--- config.mk ---
export PLATFORM = sky130hd
export DESIGN_NAME = pipeline_hazard_ctrl_flat
export DESIGN_NICKNAME = d
export VERILOG_FILES = /design/src/rtl/pipeline_hazard_ctrl_if.sv /design/src/rtl/pipeline_hazard_ctrl.sv /design/src/flat_wrapper.sv
export SDC_FILE = /design/constraint.sdc
export NUM_CORES = 1
export LEC_CHECK = 0
export CORE_MARGIN = 5
export CORE_UTILIZATION = 36
export DETAILED_ROUTE_END_ITERATION = 7
export PLACE_DENSITY_LB_ADDON = 0.3
export SLEW_MARGIN = 25
export SYNTH_ARGS = -nofsm -noshare
export SYNTH_HDL_FRONTEND = slang
export SYNTH_SLANG_ARGS = --single-unit
--- constraint.sdc ---
create_clock -name clk -period 3.93 [get_ports clk]
set_clock_uncertainty 0.2 [all_clocks]
set_input_delay 0.786 -clock clk [delete_from_list [all_inputs] [get_ports clk]]
set_output_delay 0.786 -clock clk [all_outputs]
set_load 0.01 [all_outputs]
--- src/rtl/pipeline_hazard_ctrl_if.sv ---
// rtl/pipeline_hazard_ctrl_if.sv - hazard-controller signal bundle; perf counters appear when HAZARD_PERF_EN is defined
interface pipeline_hazard_ctrl_if #(
    parameter int REG_ADDR_W = 4
);
    logic                  idex_mem_read;
    logic [REG_ADDR_W-1:0] idex_reg_rd;
    logic [REG_ADDR_W-1:0] ifid_reg_rs;
    logic [REG_ADDR_W-1:0] ifid_reg_rt;
    logic                  ifid_uses_rs;
    logic                  ifid_uses_rt;
    logic                  exmem_mem_access;
    logic                  mem_ready;
    logic                  branch_taken;
    logic                  ret_wb;
    logic                  hlt_wb;

    logic                  pc_en;
    logic                  ifid_en;
    logic                  ifid_flush;
    logic                  idex_en;
    logic                  idex_bubble;
    logic                  exmem_en;
    logic                  memwb_bubble;
    logic                  halted;
    logic                  mem_timeout;
    logic [1:0]            state;
`ifdef HAZARD_PERF_EN
    logic [15:0]           stall_cycles;
    logic [15:0]           flush_count;
`endif

    modport master (
        output idex_mem_read, idex_reg_rd, ifid_reg_rs, ifid_reg_rt,
               ifid_uses_rs, ifid_uses_rt, exmem_mem_access, mem_ready,
               branch_taken, ret_wb, hlt_wb,
        input  pc_en, ifid_en, ifid_flush, idex_en, idex_bubble, exmem_en,
               memwb_bubble, halted, mem_timeout, state
`ifdef HAZARD_PERF_EN
        , input stall_cycles, flush_count
`endif
    );

    modport slave (
        input  idex_mem_read, idex_reg_rd, ifid_reg_rs, ifid_reg_rt,
               ifid_uses_rs, ifid_uses_rt, exmem_mem_access, mem_ready,
               branch_taken, ret_wb, hlt_wb,
        output pc_en, ifid_en, ifid_flush, idex_en, idex_bubble, exmem_en,
               memwb_bubble, halted, mem_timeout, state
`ifdef HAZARD_PERF_EN
        , output stall_cycles, flush_count
`endif
    );
endinterface

--- src/rtl/pipeline_hazard_ctrl.sv ---
// rtl/pipeline_hazard_ctrl.sv - stall/flush sequencer for the 5-stage pipeline; optional HAZARD_PERF_EN perf counters
module pipeline_hazard_ctrl #(
    parameter int MEM_TIMEOUT = 15,
    parameter int REG_ADDR_W  = 4
) (
    input  logic                  clk,
    input  logic                  rst,
    pipeline_hazard_ctrl_if.slave hz
);
    localparam int CNT_W = $clog2(MEM_TIMEOUT + 1);
    localparam logic [CNT_W-1:0] CNT_MAX = CNT_W'(MEM_TIMEOUT);

    typedef enum logic [1:0] {
        RUN      = 2'b00,
        LU_STALL = 2'b01,
        MEM_WAIT = 2'b10,
        HALT     = 2'b11
    } state_t;

    typedef logic [REG_ADDR_W-1:0] reg_idx_t;

    state_t     state_q;
    state_t     state_nxt;
    logic [CNT_W-1:0] wait_cnt;
    logic [CNT_W-1:0] wait_inc;
    logic       timeout_q;

    reg_idx_t   rd;
    logic       load_use;
    logic       mem_stall;
    logic       redirect;
    logic       redirect_cyc;
    logic       wait_stall;

    logic pc_en, ifid_en, ifid_flush, idex_en, idex_bubble, exmem_en, memwb_bubble, halted;

    assign rd        = hz.idex_reg_rd;
    assign load_use  = hz.idex_mem_read && (rd != '0) &&
                       ((hz.ifid_uses_rs && (hz.ifid_reg_rs == rd)) ||
                        (hz.ifid_uses_rt && (hz.ifid_reg_rt == rd)));
    assign mem_stall = hz.exmem_mem_access && !hz.mem_ready;
    assign redirect  = hz.branch_taken || hz.ret_wb;

    // Counter only advances on genuine MEM_WAIT freeze cycles; anything else clears it.
    assign wait_stall = (state_q == MEM_WAIT) && !hz.hlt_wb && !hz.mem_ready;
    assign wait_inc   = (wait_cnt == CNT_MAX) ? wait_cnt : wait_cnt + 1'b1;

    always_ff @(posedge clk) begin
        if (rst) begin
            state_q   <= RUN;
            wait_cnt  <= '0;
            timeout_q <= 1'b0;
        end else begin
            state_q <= state_nxt;
            if (wait_stall) begin
                wait_cnt <= wait_inc;
                if (wait_inc == CNT_MAX) timeout_q <= 1'b1;
            end else begin
                wait_cnt <= '0;
            end
        end
    end

    always_comb begin
        state_nxt    = state_q;
        pc_en        = 1'b1;
        ifid_en      = 1'b1;
        ifid_flush   = 1'b0;
        idex_en      = 1'b1;
        idex_bubble  = 1'b0;
        exmem_en     = 1'b1;
        memwb_bubble = 1'b0;
        halted       = 1'b0;
        redirect_cyc = 1'b0;

        if (rst) begin
            pc_en        = 1'b0;
            ifid_en      = 1'b0;
            idex_en      = 1'b0;
            exmem_en     = 1'b0;
            ifid_flush   = 1'b1;
            idex_bubble  = 1'b1;
            memwb_bubble = 1'b1;
            state_nxt    = RUN;
        end else if (state_q == HALT || hz.hlt_wb) begin
            pc_en        = 1'b0;
            ifid_en      = 1'b0;
            idex_en      = 1'b0;
            exmem_en     = 1'b0;
            memwb_bubble = 1'b1;
            halted       = 1'b1;
            state_nxt    = HALT;
        end else if (state_q == MEM_WAIT) begin
            if (!hz.mem_ready) begin
                pc_en        = 1'b0;
                ifid_en      = 1'b0;
                idex_en      = 1'b0;
                exmem_en     = 1'b0;
                memwb_bubble = 1'b1;
            end else begin
                state_nxt = RUN;
                if (redirect) begin
                    ifid_flush   = 1'b1;
                    idex_bubble  = 1'b1;
                    redirect_cyc = 1'b1;
                end
            end
        end else begin
            // RUN and LU_STALL; LU_STALL ignores load-use since EX now holds the bubble.
            if (mem_stall) begin
                pc_en        = 1'b0;
                ifid_en      = 1'b0;
                idex_en      = 1'b0;
                exmem_en     = 1'b0;
                memwb_bubble = 1'b1;
                state_nxt    = MEM_WAIT;
            end else if (redirect) begin
                ifid_flush   = 1'b1;
                idex_bubble  = 1'b1;
                redirect_cyc = 1'b1;
                state_nxt    = RUN;
            end else if (state_q == RUN && load_use) begin
                pc_en        = 1'b0;
                ifid_en      = 1'b0;
                idex_bubble  = 1'b1;
                state_nxt    = LU_STALL;
            end else begin
                state_nxt = RUN;
            end
        end
    end

    assign hz.pc_en        = pc_en;
    assign hz.ifid_en      = ifid_en;
    assign hz.ifid_flush   = ifid_flush;
    assign hz.idex_en      = idex_en;
    assign hz.idex_bubble  = idex_bubble;
    assign hz.exmem_en     = exmem_en;
    assign hz.memwb_bubble = memwb_bubble;
    assign hz.halted       = halted;
    assign hz.mem_timeout  = timeout_q;
    assign hz.state        = state_q;

`ifdef HAZARD_PERF_EN
    logic [15:0] stall_q;
    logic [15:0] flush_q;

    always_ff @(posedge clk) begin
        if (rst) begin
            stall_q <= '0;
            flush_q <= '0;
        end else begin
            if (!pc_en && state_q != HALT && stall_q != 16'hFFFF) stall_q <= stall_q + 16'd1;
            if (redirect_cyc && flush_q != 16'hFFFF) flush_q <= flush_q + 16'd1;
        end
    end

    assign hz.stall_cycles = stall_q;
    assign hz.flush_count  = flush_q;
`else
    logic unused_redirect_cyc;
    assign unused_redirect_cyc = redirect_cyc;
`endif
endmodule
--- src/flat_wrapper.sv ---
// flat-port wrapper written by rule: the top's interface ports become plain ports
module pipeline_hazard_ctrl_flat 
#(
    parameter int MEM_TIMEOUT = 15,
    parameter int REG_ADDR_W  = 4
)
  (clk, rst, hz_idex_mem_read, hz_idex_reg_rd, hz_ifid_reg_rs, hz_ifid_reg_rt, hz_ifid_uses_rs, hz_ifid_uses_rt, hz_exmem_mem_access, hz_mem_ready, hz_branch_taken, hz_ret_wb, hz_hlt_wb, hz_pc_en, hz_ifid_en, hz_ifid_flush, hz_idex_en, hz_idex_bubble, hz_exmem_en, hz_memwb_bubble, hz_halted, hz_mem_timeout, hz_state);
  pipeline_hazard_ctrl_if #(.REG_ADDR_W(REG_ADDR_W)) hz_i ();
  input  logic clk;
  input  logic rst;
  input wire logic [$bits(hz_i.idex_mem_read)-1:0] hz_idex_mem_read;
  input wire logic [$bits(hz_i.idex_reg_rd)-1:0] hz_idex_reg_rd;
  input wire logic [$bits(hz_i.ifid_reg_rs)-1:0] hz_ifid_reg_rs;
  input wire logic [$bits(hz_i.ifid_reg_rt)-1:0] hz_ifid_reg_rt;
  input wire logic [$bits(hz_i.ifid_uses_rs)-1:0] hz_ifid_uses_rs;
  input wire logic [$bits(hz_i.ifid_uses_rt)-1:0] hz_ifid_uses_rt;
  input wire logic [$bits(hz_i.exmem_mem_access)-1:0] hz_exmem_mem_access;
  input wire logic [$bits(hz_i.mem_ready)-1:0] hz_mem_ready;
  input wire logic [$bits(hz_i.branch_taken)-1:0] hz_branch_taken;
  input wire logic [$bits(hz_i.ret_wb)-1:0] hz_ret_wb;
  input wire logic [$bits(hz_i.hlt_wb)-1:0] hz_hlt_wb;
  output wire logic [$bits(hz_i.pc_en)-1:0] hz_pc_en;
  output wire logic [$bits(hz_i.ifid_en)-1:0] hz_ifid_en;
  output wire logic [$bits(hz_i.ifid_flush)-1:0] hz_ifid_flush;
  output wire logic [$bits(hz_i.idex_en)-1:0] hz_idex_en;
  output wire logic [$bits(hz_i.idex_bubble)-1:0] hz_idex_bubble;
  output wire logic [$bits(hz_i.exmem_en)-1:0] hz_exmem_en;
  output wire logic [$bits(hz_i.memwb_bubble)-1:0] hz_memwb_bubble;
  output wire logic [$bits(hz_i.halted)-1:0] hz_halted;
  output wire logic [$bits(hz_i.mem_timeout)-1:0] hz_mem_timeout;
  output wire logic [$bits(hz_i.state)-1:0] hz_state;
  assign hz_i.idex_mem_read = hz_idex_mem_read;
  assign hz_i.idex_reg_rd = hz_idex_reg_rd;
  assign hz_i.ifid_reg_rs = hz_ifid_reg_rs;
  assign hz_i.ifid_reg_rt = hz_ifid_reg_rt;
  assign hz_i.ifid_uses_rs = hz_ifid_uses_rs;
  assign hz_i.ifid_uses_rt = hz_ifid_uses_rt;
  assign hz_i.exmem_mem_access = hz_exmem_mem_access;
  assign hz_i.mem_ready = hz_mem_ready;
  assign hz_i.branch_taken = hz_branch_taken;
  assign hz_i.ret_wb = hz_ret_wb;
  assign hz_i.hlt_wb = hz_hlt_wb;
  assign hz_pc_en = hz_i.pc_en;
  assign hz_ifid_en = hz_i.ifid_en;
  assign hz_ifid_flush = hz_i.ifid_flush;
  assign hz_idex_en = hz_i.idex_en;
  assign hz_idex_bubble = hz_i.idex_bubble;
  assign hz_exmem_en = hz_i.exmem_en;
  assign hz_memwb_bubble = hz_i.memwb_bubble;
  assign hz_halted = hz_i.halted;
  assign hz_mem_timeout = hz_i.mem_timeout;
  assign hz_state = hz_i.state;
  pipeline_hazard_ctrl #(.MEM_TIMEOUT(MEM_TIMEOUT), .REG_ADDR_W(REG_ADDR_W)) u_core (.clk(clk), .rst(rst), .hz(hz_i));
endmodule
==> results by group <==
Timing
  – PnR worst setup slack: 0.329 ns
  – Worst slew margin: 0.743
  – Minimum clock period: between 3 and 4 ns
  – # setup viols final: 0
  – Final hold viol count: 0
  – Tcrit/Tclk final: 0.916
  – Fmax: between 0.2 and 0.3 GHz
  – Final Slew Violations: 0
  – Unrepaired setup endpoints after global routing: no
  – Worst-margin pin slew: between 0.3 and 0.4 ns
  – Setup TNS: 0 ns

Worst setup path
  – CP arrival: 2.62 ns
  – Crit path kind: primary input to primary output
  – Crit-path max FO: 3
  – Worst path bufs/invs: 2
  – Crit-path cells: clkdlybuf4s50_1 -> xor2_1 -> nor4_1 -> o21ai_1 -> o31a_1 -> clkdlybuf4s50_1
  – Slowest-stage cell, CP: clkdlybuf4s50_1
  – Crit path max-delay family: buffers and inverters
  – Crit path required time: 2.94 ns
  – Most common cell on crit path: clkdlybuf4s50_1
  – Critical path launch point type: primary input
  – Crit path capture type: primary output
  – Worst path max stage delay: 0.48 ns

Place
  – RD Place Congestion: approximately 0.69
  – Placed cell count: roughly 110
  – Pre-CTS setup slack: a little over 0.3 ns
  – IO Port Bufs: 32

Layout
  – Area delta synth->final: 70.9%
  – Share of layout cells above drive strength 1: 0.0417
  – Non-filler cells, final: ~110
  – Antenna Cells: 0
  – Nets@finish: 120

Clock network
  – Clock tree sinks: 7
  – Hold_buf cts: 0
  – Post-CTS setup buffer count: 0
  – Root Buffer: clkbuf_4
  – Htree depth: 1
  – TritonCTS Buffers: 3
  – Number of cells upsized or downsized after cts: 0
  – CTS max path bufs: 2
  – Clk slew on worst S/H paths: 0.05 ns
  – Skew-Pair Late Insertion Delay: ~0.25 ns
  – CTS tree: yes

Pwr
  – Cell Pwr Density: 238 mW/mm^2
  – Seq pwr share: 0.372
  – Logic pwr share: 0.306
  – Switching share of power: 0.251
  – Net Sw Power: roughly 50 uW
  – Clock power share: 0.323
  – Peak VDD IR: ~0.13 mV
  – Static Leak: a little over 0.0003 uW
  – P_int: between 150 and 200 uW

Logic synthesis
  – Net count after synthesis: between 80 and 90
  – Mapped Cells: 62
  – Distinct cells, synth: 25
  – Register bit total from synthesis: 7
  – Register area share after synthesis: 0.284
  – Mapped Area: between 400 and 500 sq um
  – Post-Syn Area per Cell: about 8 sq um
  – Warnings, synthesis: 0

Drt
  – Post-DR wirelength/cell: 12.1 microns
  – Via count: approximately 560
  – Drt initial violations: 10
  – Routed Antenna Nets: 0
  – Vias/cell: between 5 and 6
  – Initial DRT Pass Iterations: 4
  – Wire length after detailed routing: about 1300 microns
  – # DRC: 0

Floorplan
  – Die ar.: 0.00221 sq mm
  – Die W: approximately 47 microns
  – Starting density of the core: 0.380
  – Row Count: 13
  – # IOs: 33
  – Die span in y: between 40 and 50 microns
  – Core Region: roughly 0.0013 sq mm

GRT
  – Initial antenna violation count: 0
  – Largest net degree at the start of global routing: 9
  – Vias in the first global route: 544
  – First-pass GRT wire length: roughly 2200 microns
  – Grt total ovfl: 0
  – Gr usage total: 0.144

Status
  – Outcome: complete, no violations

Hold path
  – Hold Crit Class: flip-flop to flip-flop

Job
  – Max Cap Viol: 0
==> metal layers <==
layer | up-vias | routed length, microns | global-route usage
li1 | 289 | - | -
met5 | - | 0 | 0
met2 | 18 | 701 | 0.260
met4 | 0 | 0 | 0.0166
met3 | 0 | 122 | 0.0766
met1 | 249 | 515 | 0.151
==> state kept, by name, indices dropped and copies added, names as in the netlist <==
| signal | flops |
|---|---|
| u_core.wait_cnt | 4 |
| u_core.hz.state | 2 |
| u_core.hz.mem_timeout | 1 |
==> cell families (layout without fill, tap and decap cells) <==
| logic type | Yosys count | in the layout | synth area share |
|---|---|---|---|
| DFF | 7 | 7 | 0.284 |
| buffers and inverters | 4 | 38 | 0.0456 |
| muxes | 1 | 1 | 0.0203 |
| adders and majority gates | 1 | 1 | 0.0253 |
| xor gates and xnor gates | 9 | 9 | 0.160 |
| and+or+nand+nor | 29 | 29 | 0.324 |
| AOI/OAI and AO/OA | 11 | 11 | 0.142 |
==> stage by stage <==
| step | area [sq um] | hold WS [ns] | power [uW] | util |
|---|---|---|---|---|
| after detailed placement | 818 | 0.269 | 138 | 0.629 |
| after global routing | 845 | 0.322 | 215 | 0.649 |
| after global placement | 818 | 0.247 | 137 | 0.629 |
| final | 845 | 0.274 | 201 | 0.649 |
| after floorplan | 494 | 0.305 | 98.3 | - |
| after CTS | 845 | 0.282 | 205 | 0.649 |
==> layout by cell type (no fill, tap or decap) <==
cell,count
ha_1,1
clkbuf_4,3
xor2_1,6
clkbuf_1,1
nand2_1,3
nand3_1,2
nor2_1,8
nor3b_1,1
nand2b_1,5
a21oi_1,2
clkdlybuf4s50_1,32
nor4_1,2
o22ai_1,2
nor3_1,3
o2bb2ai_1,1
nor4_2,1
mux2i_1,1
dfxtp_1,7
o31a_1,1
inv_1,2
o21ai_1,1
o21ai_0,1
nor2b_1,2
a31oi_1,2
o21bai_1,1
xnor2_1,3
nor4b_1,2
==> path summary, 6_finish.rpt <==
path	cells after the start	slack, ns	start	to
setup / recovery	6	0.33	hz_idex_reg_rd[0]	hz_ifid_en
hold / removal	2	0.27	u_core.hz.mem_timeout$_SDFFE_PP0P_	u_core.hz.mem_timeout$_SDFFE_PP0P_
setup reg to reg	6	2.44	u_core.wait_cnt[0]$_SDFF_PP0_	u_core.hz.mem_timeout$_SDFFE_PP0P_
hold reg to reg	2	0.27	u_core.hz.mem_timeout$_SDFFE_PP0P_	u_core.hz.mem_timeout$_SDFFE_PP0P_
==> power by group through the flow <==
stage	Clock, uW	Sequential [uW]	Combinational, uW
floorplan	0	76.6	21.8
global placement	0	76.2	61.2
detailed placement	0	76.2	62.0
CTS	68.5	74.7	62.3
global route	73.1	75.0	66.5
finish	64.9	74.7	61.4
==> synth_stat cells <==
| cell type | number | share of area |
|---|---|---|
| nand2b_1 | 5 | 0.063 |
| o21ai_0 | 1 | 0.010 |
| o31a_1 | 1 | 0.018 |
| nor4_2 | 1 | 0.025 |
| nor3_1 | 3 | 0.030 |
| nand3_1 | 2 | 0.020 |
| nand2_1 | 3 | 0.023 |
| buf_4 | 2 | 0.030 |
| dfxtp_1 | 7 | 0.28 |
| nor4b_1 | 2 | 0.035 |
| a21oi_1 | 2 | 0.020 |
| inv_1 | 2 | 0.015 |
| o2bb2ai_1 | 1 | 0.018 |
| nor4_1 | 2 | 0.025 |
| o21bai_1 | 1 | 0.015 |
| nor2_1 | 8 | 0.061 |
| nor3b_1 | 1 | 0.015 |
| mux2i_1 | 1 | 0.020 |
| nor2b_1 | 2 | 0.025 |
| ha_1 | 1 | 0.025 |
| a31oi_1 | 2 | 0.025 |
| o21ai_1 | 1 | 0.010 |
| o22ai_1 | 2 | 0.025 |
| xor2_1 | 6 | 0.11 |
| xnor2_1 | 3 | 0.053 |
==> worst register-to-register path, stage by stage, from the launching register on <==
cell	delay [ns]
dfxtp_1	0.40
ha_1	0.27
nand2b_1	0.09
o21ai_0	0.08
o2bb2ai_1	0.13
a31oi_1	0.15
nor2_1	0.05
==> area by class of cell <==
class	instances	area, sq um
sequential	7	140
clock buffer	4	26.3
multi-input combinational	51	332
inverter	2	7.51
tap	15	18.8
timing repair buffer	32	320
fill	120	457
(Power assumes the default switching activity.)
